## src/rtl/sb_issue_if.sv

```systemverilog
// sb_issue_if: instruction offer, writeback strobe and issue result bundle for the scoreboard
interface sb_issue_if #(
  parameter int REG_BITS  = 5,
  parameter int FU_BITS   = 2,
  parameter int TYPE_BITS = 2
);
  logic                 inst_valid;
  logic                 inst_ready;
  logic [REG_BITS-1:0]  inst_fi;
  logic [TYPE_BITS-1:0] inst_fu_type;
  logic                 wb_valid;
  logic [FU_BITS-1:0]   wb_fu;
  logic                 issue_valid;
  logic [FU_BITS-1:0]   issue_fu;
  logic [REG_BITS-1:0]  issue_fi;
  modport master (
    output inst_valid, inst_fi, inst_fu_type, wb_valid, wb_fu,
    input  inst_ready, issue_valid, issue_fu, issue_fi
  );
  modport slave (
    input  inst_valid, inst_fi, inst_fu_type, wb_valid, wb_fu,
    output inst_ready, issue_valid, issue_fu, issue_fi
  );
endinterface

```

## src/rtl/sb_issue_ctrl.sv

```systemverilog
// sb_issue_ctrl: scoreboard issue control with round-robin FU pick, WAW/structural hazards and stall counters
module sb_issue_ctrl #(
  parameter int NUM_FUS = 4,
  parameter int NUM_REGS = 32,
  parameter int REG_BITS = 5,
  parameter int FU_BITS = 2,
  parameter int NUM_TYPES = 4,
  parameter int TYPE_BITS = 2,
  parameter logic [NUM_TYPES*NUM_FUS-1:0] FU_TYPE_MAP = 16'b1000_0100_0011_0011,
  parameter int CNT_W = 16
) (
  input  logic               clk,
  input  logic               rst_n,
  sb_issue_if.slave          bus,
  input  logic               flush,
  output logic [NUM_FUS-1:0] fu_busy,
  output logic               waw_hazard,
  output logic               structural_hazard,
  output logic               wb_error,
  output logic [CNT_W-1:0]   struct_stall_cnt,
  output logic [CNT_W-1:0]   waw_stall_cnt
);
  logic [NUM_FUS-1:0] type_map [NUM_TYPES];
  logic [NUM_FUS-1:0] eligible, busy_n;
  logic [NUM_REGS-1:0] st_valid, st_valid_n;
  logic [NUM_REGS-1:0][FU_BITS-1:0] st_fu, st_fu_n;
  logic [FU_BITS-1:0] rr_ptr, rr_n, sel, idx;
  logic accept, wb_ok, wb_bad;
  for (genvar t = 0; t < NUM_TYPES; t++) begin : g_map
    assign type_map[t] = FU_TYPE_MAP[t*NUM_FUS +: NUM_FUS];
  end
  assign eligible = type_map[bus.inst_fu_type] & ~fu_busy;
  assign structural_hazard = bus.inst_valid & ~|eligible;
  assign waw_hazard = bus.inst_valid & (bus.inst_fi != '0) & st_valid[bus.inst_fi];
  assign accept = bus.inst_valid & ~structural_hazard & ~waw_hazard & ~flush;
  assign bus.inst_ready = accept;
  // writebacks are judged against the registered busy vector, so freed resources only appear next cycle
  assign wb_ok = bus.wb_valid & ~flush & (32'(bus.wb_fu) < NUM_FUS) & fu_busy[bus.wb_fu];
  assign wb_bad = bus.wb_valid & ~flush & ~wb_ok;
  always_comb begin
    sel = rr_ptr;
    idx = '0;
    for (int i = NUM_FUS - 1; i >= 0; i--) begin
      idx = FU_BITS'((32'(rr_ptr) + 32'(i)) % NUM_FUS);
      if (eligible[idx]) sel = idx;
    end
  end
  always_comb begin
    busy_n = fu_busy;
    st_valid_n = st_valid;
    st_fu_n = st_fu;
    rr_n = rr_ptr;
    if (wb_ok) begin
      busy_n[bus.wb_fu] = 1'b0;
      for (int r = 1; r < NUM_REGS; r++)
        if (st_fu[r] == bus.wb_fu) st_valid_n[r] = 1'b0;
    end
    if (accept) begin
      busy_n[sel] = 1'b1;
      rr_n = (32'(sel) == NUM_FUS - 1) ? '0 : sel + 1'b1;
      if (bus.inst_fi != '0) begin
        st_valid_n[bus.inst_fi] = 1'b1;
        st_fu_n[bus.inst_fi] = sel;
      end
    end
    if (flush) begin
      busy_n = '0;
      st_valid_n = '0;
      rr_n = '0;
    end
  end
  always_ff @(posedge clk or negedge rst_n) begin
    if (!rst_n) begin
      fu_busy <= '0;
      st_valid <= '0;
      st_fu <= '0;
      rr_ptr <= '0;
      bus.issue_valid <= 1'b0;
      bus.issue_fu <= '0;
      bus.issue_fi <= '0;
      wb_error <= 1'b0;
      struct_stall_cnt <= '0;
      waw_stall_cnt <= '0;
    end else begin
      fu_busy <= busy_n;
      st_valid <= st_valid_n;
      st_fu <= st_fu_n;
      rr_ptr <= rr_n;
      bus.issue_valid <= accept;
      if (accept) begin
        bus.issue_fu <= sel;
        bus.issue_fi <= bus.inst_fi;
      end
      wb_error <= wb_error | wb_bad;
      struct_stall_cnt <= struct_stall_cnt + CNT_W'(structural_hazard & ~&struct_stall_cnt);
      waw_stall_cnt <= waw_stall_cnt + CNT_W'(waw_hazard & ~structural_hazard & ~&waw_stall_cnt);
    end
  end
endmodule

```

## src/flat_wrapper.sv

```systemverilog
// flat-port wrapper written by rule: the top's interface ports become plain ports
module sb_issue_ctrl_flat 
#(
  parameter int NUM_FUS = 4,
  parameter int NUM_REGS = 32,
  parameter int REG_BITS = 5,
  parameter int FU_BITS = 2,
  parameter int NUM_TYPES = 4,
  parameter int TYPE_BITS = 2,
  parameter logic [NUM_TYPES*NUM_FUS-1:0] FU_TYPE_MAP = 16'b1000_0100_0011_0011,
  parameter int CNT_W = 16
)
  (clk, rst_n, flush, fu_busy, waw_hazard, structural_hazard, wb_error, struct_stall_cnt, waw_stall_cnt, bus_inst_valid, bus_inst_fi, bus_inst_fu_type, bus_wb_valid, bus_wb_fu, bus_inst_ready, bus_issue_valid, bus_issue_fu, bus_issue_fi);
  sb_issue_if #(.REG_BITS(REG_BITS), .FU_BITS(FU_BITS), .TYPE_BITS(TYPE_BITS)) bus_i ();
  input  logic clk;
  input  logic rst_n;
  input  logic flush;
  output logic [NUM_FUS-1:0] fu_busy;
  output logic waw_hazard;
  output logic structural_hazard;
  output logic wb_error;
  output logic [CNT_W-1:0] struct_stall_cnt;
  output logic [CNT_W-1:0] waw_stall_cnt;
  input wire logic [$bits(bus_i.inst_valid)-1:0] bus_inst_valid;
  input wire logic [$bits(bus_i.inst_fi)-1:0] bus_inst_fi;
  input wire logic [$bits(bus_i.inst_fu_type)-1:0] bus_inst_fu_type;
  input wire logic [$bits(bus_i.wb_valid)-1:0] bus_wb_valid;
  input wire logic [$bits(bus_i.wb_fu)-1:0] bus_wb_fu;
  output wire logic [$bits(bus_i.inst_ready)-1:0] bus_inst_ready;
  output wire logic [$bits(bus_i.issue_valid)-1:0] bus_issue_valid;
  output wire logic [$bits(bus_i.issue_fu)-1:0] bus_issue_fu;
  output wire logic [$bits(bus_i.issue_fi)-1:0] bus_issue_fi;
  assign bus_i.inst_valid = bus_inst_valid;
  assign bus_i.inst_fi = bus_inst_fi;
  assign bus_i.inst_fu_type = bus_inst_fu_type;
  assign bus_i.wb_valid = bus_wb_valid;
  assign bus_i.wb_fu = bus_wb_fu;
  assign bus_inst_ready = bus_i.inst_ready;
  assign bus_issue_valid = bus_i.issue_valid;
  assign bus_issue_fu = bus_i.issue_fu;
  assign bus_issue_fi = bus_i.issue_fi;
  sb_issue_ctrl #(.NUM_FUS(NUM_FUS), .NUM_REGS(NUM_REGS), .REG_BITS(REG_BITS), .FU_BITS(FU_BITS), .NUM_TYPES(NUM_TYPES), .TYPE_BITS(TYPE_BITS), .FU_TYPE_MAP(FU_TYPE_MAP), .CNT_W(CNT_W)) u_core (.clk(clk), .rst_n(rst_n), .bus(bus_i), .flush(flush), .fu_busy(fu_busy), .waw_hazard(waw_hazard), .structural_hazard(structural_hazard), .wb_error(wb_error), .struct_stall_cnt(struct_stall_cnt), .waw_stall_cnt(waw_stall_cnt));
endmodule
```

## config.mk

```make
export PLATFORM = sky130hd
export DESIGN_NAME = sb_issue_ctrl_flat
export DESIGN_NICKNAME = d
export VERILOG_FILES = /design/src/rtl/sb_issue_if.sv /design/src/rtl/sb_issue_ctrl.sv /design/src/flat_wrapper.sv
export SDC_FILE = /design/constraint.sdc
export NUM_CORES = 1
export LEC_CHECK = 0
export CAP_MARGIN = 20
export CORE_UTILIZATION = 52
export DETAILED_ROUTE_END_ITERATION = 6
export PLACE_DENSITY = 0.87
export SETUP_SLACK_MARGIN = 0.4
export SLEW_MARGIN = 15
export SYNTH_ARGS = -nofsm -noshare
export SYNTH_HDL_FRONTEND = slang
export SYNTH_SLANG_ARGS = --single-unit
```

## constraint.sdc

```tcl
create_clock -name clk -period 2.3 [get_ports clk]
set_input_delay 0.23 -clock clk [delete_from_list [all_inputs] [get_ports clk]]
set_output_delay 0.23 -clock clk [all_outputs]
set_load 0.005 [all_outputs]
```

==> impl_metrics.py <==
metrics = {
    "logic_synthesis": {
        "synth_edf_count": 0,
        "synthSimpleGateAreaFrac": 0.123,
        "synth.distinct_cells": 51,
        "seq_area_frac_synth": 0.515,
        "syn_avg_cell_area_um2": 11.8,
        "synth-compound-area-share": 0.0713,
        "async_reset_ff_frac": 1.00,
        "syn-cell-area_um2": 6850,
        "synth_nets": 600,
        "synth_top_family_by_area": "multiplexers",
        "ys_ff_latch": 141,
        "ys_warn_count": 0,
        "netlist_instances": 582,
        "synthFlopType": "dfrtp_1",
        "synth_fa_ha_area_frac": 0.00731,
        "synth_xor_area_frac": 0.116,
        "synthMuxAreaShare": 0.143,
    },
    "clocking": {
        "insertion_delay_ns": 0.43,
        "clockBufferDepth": 2,
        "clkSinkCount": 141,
        "htreeDepth": 4,
        "root_buffer": "clkbuf_16",
        "cts.clk_slew.worst_paths_ns": 0.06,
        "cts_tree": "yes",
        "numCtsBuffers": 17,
    },
    "hold_path": {
        "holdPathEnd": "u_core.wb_error$_DFF_PN0_",
        "hold_class": "in2reg",
        "whs_path_depth": 3,
        "holdCritStartpoint": "bus_wb_fu[0]",
    },
    "timing": {
        "fin_crit_ns": 2.57,
        "fmax_ghz": 0.390,
        "hold_viol_final": 0,
        "drv_slew": 0,
        "clock-skew-final_ns": 0.00992,
        "rsz0062_at_grt": "yes",
        "setup_violations": 83,
        "tightest_slew_ns": 0.795,
        "relSlewSlack": 0.463,
        "timing.final.ws_setup_ns": -0.266,
        "fin_crit_sh": 1.12,
    },
    "power_and_ir_drop": {
        "power_uw": 6690,
        "ir_drop_mv": 0.707,
        "power.leakage_uw": 0.00504,
        "powerDensity_nw_per_um2": 657,
    },
    "grt": {
        "grt_max_degree": 60,
        "grt_pass1_wl_um": 32200,
        "antenna_found_initial": 0,
        "track_usage": 0.322,
        "overflow": 0,
        "grt_pass1_vias": 5956,
    },
    "route": {
        "drc": 0,
        "dr.pass1.iters": 5,
        "drt_iter0_drc": 519,
        "vias": 5884,
        "viasPerCell": 6.27,
        "wl_um": 22400,
        "wl_per_cell_um": 23.9,
        "ant_nets": 0,
    },
    "die": {
        "dieArea_um2": 13600,
        "start_util": 0.538,
        "die_w_um": 117,
        "rows": 41,
        "core_area_um2": 12700,
        "ios": 62,
        "die_y_um": 117,
    },
    "layout": {
        "final_cell_area_um2": 10200,
        "nNetsFinal": 776,
        "mostFrequentLayoutCell": "dfrtp_1",
        "antenna_cells": 0,
        "final_cell_mix": "138 x dfrtp_1, 76 x buf_4, 58 x xor2_1, 53 x mux2_4, 51 x clkdlybuf4s50_1",
        "syn_to_final_growth_pct": 48.9,
        "drive_gt1_frac": 0.465,
    },
    "critical_path": {
        "crit_path_start_kind": "flop",
        "worstPathRequired_ns": 2.61,
        "cp_data_arrival_time_ns": 2.87,
        "crit_type": "reg2reg",
        "reg2reg_to": "u_core.st_fu[9]$_DFFE_PN0P_",
        "crit_path_end_kind": "flop",
        "rrSetupSlack_ns": -0.27,
        "crit_fanout": 4,
        "reg2reg_depth": 10,
        "r2r-start": "u_core.st_valid[7]$_DFF_PN0_",
    },
    "job": {
        "cap_violations": 0,
    },
    "placed_design": {
        "placed_area_um2": 8330,
        "dp_hpwl_um": 11400,
        "gp_congestion": 0.923,
        "port_buffers": 61,
    },
    "outcome": {
        "status": "finished with violations",
        "violations": "setup timing",
    },
}
-- worst max-delay path, stage by stage, from the launching register on --
cell and delay, ns:
dfrtp_1 0.39, mux2i_1 0.37, o22ai_4 0.16, nor4_4 0.34
mux2_4 0.27, buf_4 0.12, buf_4 0.12, buf_4 0.11
o2111ai_2 0.10, buf_4 0.18, mux2_2 0.27
-- sequential cells by signal (all words and copies together), names as in the netlist --
| name | count |
|---|---|
| u_core.st_valid | 32 |
| u_core.struct_stall_cnt | 16 |
| u_core.waw_stall_cnt | 16 |
| u_core.bus.issue_fi | 5 |
| u_core.rr_ptr | 2 |
| u_core.fu_busy | 4 |
| u_core.bus.issue_fu | 2 |
| u_core.wb_error | 1 |
| u_core.st_fu | 62 |
| u_core.bus.issue_valid | 1 |
-- what timing repair did --
item,in CTS,in global routing
gates cloned,2,0
endpoints found under the setup margin,138,139
pin swaps,30,32
gates resized for setup,166,77
buffers inserted,32,20
endpoints found under the hold margin,55,0
hold buffers,1,0
-- worst max-delay path by stage --
stage | startpoint | end | cells past startpoint
after floorplan | bus_inst_fi[0] | u_core.waw_stall_cnt[14]$_DFF_PN0_ | 13
after global placement | bus_inst_fi[3] | u_core.waw_stall_cnt[13]$_DFF_PN0_ | 12
after detailed placement | bus_inst_fi[3] | u_core.waw_stall_cnt[14]$_DFF_PN0_ | 12
after CTS | u_core.st_valid[3]$_DFF_PN0_ | u_core.bus.issue_valid$_DFF_PN0_ | 16
after global routing | u_core.st_valid[2]$_DFF_PN0_ | u_core.waw_stall_cnt[13]$_DFF_PN0_ | 13
final | u_core.st_valid[7]$_DFF_PN0_ | u_core.st_fu[9]$_DFFE_PN0P_ | 10
-- kinds of logic (layout without fill, tap and decap cells) --
logic type | Yosys count | count (layout)
DFF | 141 | 141
and+or+nand+nor | 157 | 157
buffers and inverters | 40 | 225
adders and majority gates | 4 | 4
xor gates and xnor gates | 91 | 91
muxes | 88 | 88
AOI/OAI and AO/OA | 61 | 61
-- final cells by class --
cell class	count	area, um2
Sequential cell	141	3530
Tap cell	172	215
Multi-Input combinational cell	401	4080
Inverter	9	37.5
Fill cell	668	2530
Clock buffer	27	513
Timing Repair Buffer	188	1790
Clock inverter	1	30.0
-- cells in the mapped netlist, types with 12 or more instances --
cell type	n	share of area
clkbuf_1	22	0.012
dfrtp_1	141	0.52
mux2_2	68	0.11
mux2i_1	18	0.026
nand2_1	64	0.035
nand3_1	28	0.020
nand4_1	12	0.011
nor2_1	12	0.0066
o311ai_0	27	0.035
xnor2_1	33	0.042
xor2_1	58	0.074
-- per-layer routing --
metal | part of all wire | global-route usage | wire length [um]
met5 | 0 | 0 | 0
met2 | 0.51 | 0.551 | 11500
met1 | 0.38 | 0.379 | 8520
met3 | 0.055 | 0.0742 | 1240
met4 | 0.050 | 0.172 | 1120
-- report_power, final --
group          internal, uW  leakage, uW  total (uW)  switching, uW
Sequential             2720      0.00189        2950            238
Clock                  1610     0.000265        2580            978
Combinational           621      0.00288        1160            535
Total                  4940      0.00504        6690           1750
-- stage by stage --
stage | instances | utilization | setup slack [ns] | hold WS [ns] | setup TNS [ns]
2_1_floorplan | 582 | - | 0.0430 | -0.0656 | 0
3_5_place_dp | 856 | 0.655 | -0.756 | 0.242 | -60.17
5_1_grt | 939 | 0.801 | -0.305 | 0.297 | -12.86
3_3_place_gp | 856 | 0.655 | -0.636 | 0.235 | -52.30
4_1_cts | 919 | 0.768 | -0.105 | 0.237 | -1.33
6_report | 939 | 0.801 | -0.266 | 0.308 | -11.17
Note: power is estimated with default switching activity, not from simulation.
